--- config.mk ---
export PLATFORM = sky130hd
export DESIGN_NAME = vga_block_ram_flat
export DESIGN_NICKNAME = d
export VERILOG_FILES = /design/src/rtl/vga_block_ram_if.sv /design/src/rtl/vga_block_ram.sv /design/src/flat_wrapper.sv
export SDC_FILE = /design/constraint.sdc
export NUM_CORES = 2
export LEC_CHECK = 0
export CORE_MARGIN = 2
export CORE_UTILIZATION = 45
export CTS_CLUSTER_DIAMETER = 60
export DETAILED_ROUTE_END_ITERATION = 10
export GPL_ROUTABILITY_DRIVEN = 0
export PLACE_DENSITY_LB_ADDON = 0.1
export SLEW_MARGIN = 20
export SYNTH_ARGS = -nofsm -noshare
export SYNTH_HDL_FRONTEND = slang
export SYNTH_SLANG_ARGS = --single-unit
--- constraint.sdc ---
create_clock -name clk -period 3.96 [get_ports clk]
set_clock_uncertainty 0.05 [all_clocks]
set_input_delay 0.792 -clock clk [delete_from_list [all_inputs] [get_ports clk]]
set_output_delay 0.792 -clock clk [all_outputs]
set_load 0.01 [all_outputs]
--- src/rtl/vga_block_ram_if.sv ---
// Pixel line buffer bus: one 32-bit word write port and one byte read port.
interface vga_block_ram_if;
   logic        wr_en;
   logic [5:0]  wr_addr;
   logic [31:0] wr_data;
   logic [7:0]  rd_addr;
   logic [7:0]  rd_data;

   modport master (
      output wr_en,
      output wr_addr,
      output wr_data,
      output rd_addr,
      input  rd_data
   );

   modport slave (
      input  wr_en,
      input  wr_addr,
      input  wr_data,
      input  rd_addr,
      output rd_data
   );
endinterface

--- src/rtl/vga_block_ram.sv ---
// 64 x 32-bit line buffer read back as 256 little-endian bytes, with a
// post-reset clear sweep that zeroes one word per cycle.
module vga_block_ram (
   input logic             clk,
   input logic             reset,
   vga_block_ram_if.slave  bus
);

   logic [31:0] mem [64];

   logic        clearing_q, clearing_d;
   logic [5:0]  clr_addr_q, clr_addr_d;
   logic        rd_zero_q, rd_zero_d;
   logic [31:0] rd_word_q;
   logic [1:0]  lane_q, lane_d;

   logic        mem_we;
   logic [5:0]  mem_waddr;
   logic [31:0] mem_wdata;

   // Sweep sequencing: reset parks the sweep at word 0, then it walks 0..63.
   always_comb begin
      clearing_d = clearing_q;
      clr_addr_d = clr_addr_q;
      if (reset) begin
         clearing_d = 1'b1;
         clr_addr_d = 6'd0;
      end else if (clearing_q) begin
         clr_addr_d = clr_addr_q + 6'd1;
         if (clr_addr_q == 6'd63) begin
            clearing_d = 1'b0;
         end
      end
   end

   // Write port steering: the sweep owns the port until it finishes.
   always_comb begin
      mem_we    = 1'b0;
      mem_waddr = bus.wr_addr;
      mem_wdata = bus.wr_data;
      if (!reset) begin
         if (clearing_q) begin
            mem_we    = 1'b1;
            mem_waddr = clr_addr_q;
            mem_wdata = 32'h0;
         end else begin
            mem_we = bus.wr_en;
         end
      end
   end

   // Read-side control: mask the output while in reset or sweeping.
   always_comb begin
      rd_zero_d = reset | clearing_q;
      lane_d    = bus.rd_addr[1:0];
   end

   // Control state registers.
   always_ff @(posedge clk) begin
      clearing_q <= clearing_d;
      clr_addr_q <= clr_addr_d;
      rd_zero_q  <= rd_zero_d;
      lane_q     <= lane_d;
   end

   // Block RAM: read-first word read alongside the single word write.
   always_ff @(posedge clk) begin
      if (mem_we) begin
         mem[mem_waddr] <= mem_wdata;
      end
      rd_word_q <= mem[bus.rd_addr[7:2]];
   end

   // Byte lane select on the registered word, little-endian.
   always_comb begin
      bus.rd_data = 8'h00;
      if (!rd_zero_q) begin
         unique case (lane_q)
            2'd0: bus.rd_data = rd_word_q[7:0];
            2'd1: bus.rd_data = rd_word_q[15:8];
            2'd2: bus.rd_data = rd_word_q[23:16];
            2'd3: bus.rd_data = rd_word_q[31:24];
            default: bus.rd_data = 8'h00;
         endcase
      end
   end

endmodule

--- src/flat_wrapper.sv ---
// flat-port wrapper written by rule: the top's interface ports become plain ports
module vga_block_ram_flat 
  (clk, reset, bus_wr_en, bus_wr_addr, bus_wr_data, bus_rd_addr, bus_rd_data);
  vga_block_ram_if bus_i ();
  input logic clk;
  input logic reset;
  input wire logic [$bits(bus_i.wr_en)-1:0] bus_wr_en;
  input wire logic [$bits(bus_i.wr_addr)-1:0] bus_wr_addr;
  input wire logic [$bits(bus_i.wr_data)-1:0] bus_wr_data;
  input wire logic [$bits(bus_i.rd_addr)-1:0] bus_rd_addr;
  output wire logic [$bits(bus_i.rd_data)-1:0] bus_rd_data;
  assign bus_i.wr_en = bus_wr_en;
  assign bus_i.wr_addr = bus_wr_addr;
  assign bus_i.wr_data = bus_wr_data;
  assign bus_i.rd_addr = bus_rd_addr;
  assign bus_rd_data = bus_i.rd_data;
  vga_block_ram u_core (.clk(clk), .reset(reset), .bus(bus_i));
endmodule
==> flow_summary.yaml <==
outcome:
  status: "finished clean"
clock_tree:
  cts_setup_buffers: 0
  clock_latency_ps: 840
  cts-root-buf: "clkbuf_16"
  cts_resized: 0
  cts_hold_buf: 0
  cts.clk_slew.worst_paths_ps: 60
  cts_num_sinks: 2090
  clock_path_buffers: 3
  cts_made_buffers: 218
  htreeDepth: 4
  tritoncts: "done"
cells_and_area:
  mostFrequentLayoutCells: "edfxtp_1 (2048), mux4_2 (434), clkbuf_16 (224)"
  final_cells: 6578
  mostFrequentLayoutCell: "edfxtp_1"
  final_core_util: 0.5286
  fill_cells: 13790
  area_delta_synth_final_pct: 16.69
  drive_gt1_frac: 0.2848
  nNetsFinal: 4111
  antennaDiodeCount: 0
floorplan:
  ios: 57
  initial_utilization: 0.4530
  die_w_um: 425.3
  die-area_sq_um: 180900
  rows: 154
  core-area_sq_um: 176300
  die_h_um: 425.3
routing:
  drt-pass1-iter-count: 5
  drc: 0
  wirelength_mm: 210.9
  post_drt_wl_per_cell_um: 32.07
  ant_nets: 0
  num_vias: 39000
  vias_per_cell: 5.928
  drt_iter0_drc: 4407
global_route:
  grt_pass1_wl_mm: 299.7
  grt_pass1_vias: 39660
  grt_max_degree: 65
  grt_overflow: 0
  antenna_found_initial: 6
  grt_usage: 0.2345
synthesis:
  synth-seq-cells: 2090
  synth_edf_count: 2048
  synth_flop_cell: "edfxtp_1"
  synthDistinctLibCells: 45
  yosys_warnings: 0
  syn-instance-count: 3698
  synthArstFlopShare: 0
  syn_area_sq_um: 79860
  synth_fp_nets: 3748
  yosysSeqAreaShare: 0.7806
  syn_avg_cell_area_sq_um: 21.60
setup_path:
  crit_family: "buffers and inverters"
  worstPathArrival_ps: 2880
  crit_type: "flop to output pin"
  timing.rr.start: "u_core.clearing_q"
  cp_data_required_time_ps: 3120
  crit_fanout: 8
  startpoint: "u_core.lane_q[0]"
  cp-start-kind: "flop"
  cp-end-kind: "output pin"
  crit_buf_inv: 3
  max_stage_delay_ps: 580
  critPathSlowestCell: "mux4_2"
  crit_chain: "buf_4 > mux4_2 > nor2b_1 > buf_4 > clkdlybuf4s50_1"
  path_common_cell: "buf_4"
power:
  p_total_mw: 46.83
  peakVddDrop_mv: 0.5771
  p_leak_nw: 29.70
  combPwrFrac: 0.054
  p_switching_mw: 10.06
  clkPwrFrac: 0.423
  swShare: 0.2149
  p_per_area_nw_per_um2: 502.5
  intPower_mw: 36.77
  seq_power_share: 0.523
placed_design:
  pre_cts_slack_ps: 329.7
  dpl.cell_count: 6181
  io_buffers: 56
  hpwl_mm: 129.8
sta:
  final_max_slew_viol_count: 0
  setup_slack_ps: 241.3
  timing.setup.tns_ps: 0
  fin_crit_ps: 3719
  rsz0062_at_grt: "false"
  max-slew-margin-rel: 0.4667
  maxClockFrequency_ghz: 0.2689
  fin_crit_sh: 0.9391
  setup_viol: 0
  hold_viol_final: 0
  worstMarginPinSlew_ps: 800.0
hold_path:
  worstHoldStart: "bus_rd_addr[0]"
  hp-class: "input port to flop"
run:
  cap_violations: 0
## state kept, by name, summed over array words and instances, names as in the netlist
| name | count |
|---|---|
| u_core.clr_addr_q | 6 |
| u_core.mem | 2048 |
| u_core.clearing_q | 1 |
| u_core.rd_zero_q | 1 |
| u_core.lane_q | 2 |
| u_core.rd_word_q | 32 |
## cells in the mapped netlist (all sizes together), types with 23 or more instances
cell type  count  area [sq um]
mux2          61         686.9
o22ai         63         394.1
nor2         111         419.2
edfxtp      2048         61500
clkbuf        78         292.8
a22oi         60         450.4
mux2i        158          1582
nand2         97         364.1
dfxtp         42         840.8
nand3         74         370.4
buf          127         850.8
nand4         39         244.0
nor2b         23         143.9
o221ai        38         332.8
and2          36         225.2
a21oi         67         335.3
mux4         434          9774
## layer usage
| layer | global-route usage | vias up | share of wire |
|---|---|---|---|
| met1 | 0.3400 | 21280 | 0.44 |
| met4 | 0.04687 | 0 | 0.016 |
| met5 | 0 | - | 0 |
| li1 | - | 16340 | - |
| met3 | 0.03834 | 224 | 0.058 |
| met2 | 0.3786 | 1153 | 0.49 |
## power by group through the flow
stage / Sequential [mW] / Clock (mW) / Combinational [mW]
after floorplan: 24.9 / 0 / 1.40
after global placement: 25.0 / 0 / 2.53
after detailed placement: 25.0 / 0 / 2.55
after CTS: 24.5 / 20.2 / 2.55
after global routing: 24.5 / 21.0 / 2.68
final: 24.5 / 19.8 / 2.52
## cells by family after synthesis
kind of cell,count (synthesis),synth area share
AO/OA/AOI/OAI,314,0.02764
XOR/XNOR,4,0.0004386
adder cells (fa/ha/maj),1,0.0001567
buffers and inverters,206,0.01437
flip-flops,2090,0.7806
multiplexers,653,0.1508
AND/OR/NAND/NOR,430,0.02598
## final timing paths
path / end / slack [ps] / cells after the start
max: bus_rd_data[5] / 240 / 5
min reg2reg: u_core.clr_addr_q[0] / 510 / 2
max reg2reg: u_core.mem[32][25] / 1070 / 7
min: u_core.lane_q[0] / 360 / 1
## stage by stage
stage / cell area, sq um / hold WS, ps
2_1_floorplan: 79860 / 439.6
3_3_place_gp: 86280 / 482.3
3_5_place_dp: 86280 / 498.1
4_1_cts: 93190 / 294.4
5_1_grt: 93190 / 332.1
6_report: 93190 / 359.9
## worst register-to-register path: stages, from the launching register on
cell and delay, ps:
dfxtp_1 610, nand2b_2 310, mux2i_1 430, nor2b_1 240, nand2_1 160, buf_4 270, nor2_4 200, buf_12 250
## cell type report
| cell class | instances | area (sq um) | area share |
|---|---|---|---|
| multi-input combinational | 1402 | 16920 | 0.1816 |
| tap | 2340 | 2928 | 0.03142 |
| inverter | 1 | 3.754 | 0.00004028 |
| clock buffer | 257 | 5729 | 0.06148 |
| clock inverter | 140 | 1176 | 0.01262 |
| sequential | 2090 | 62340 | 0.6690 |
| timing repair buffer | 348 | 4090 | 0.04389 |
Note: power is estimated with default switching activity, not from simulation.
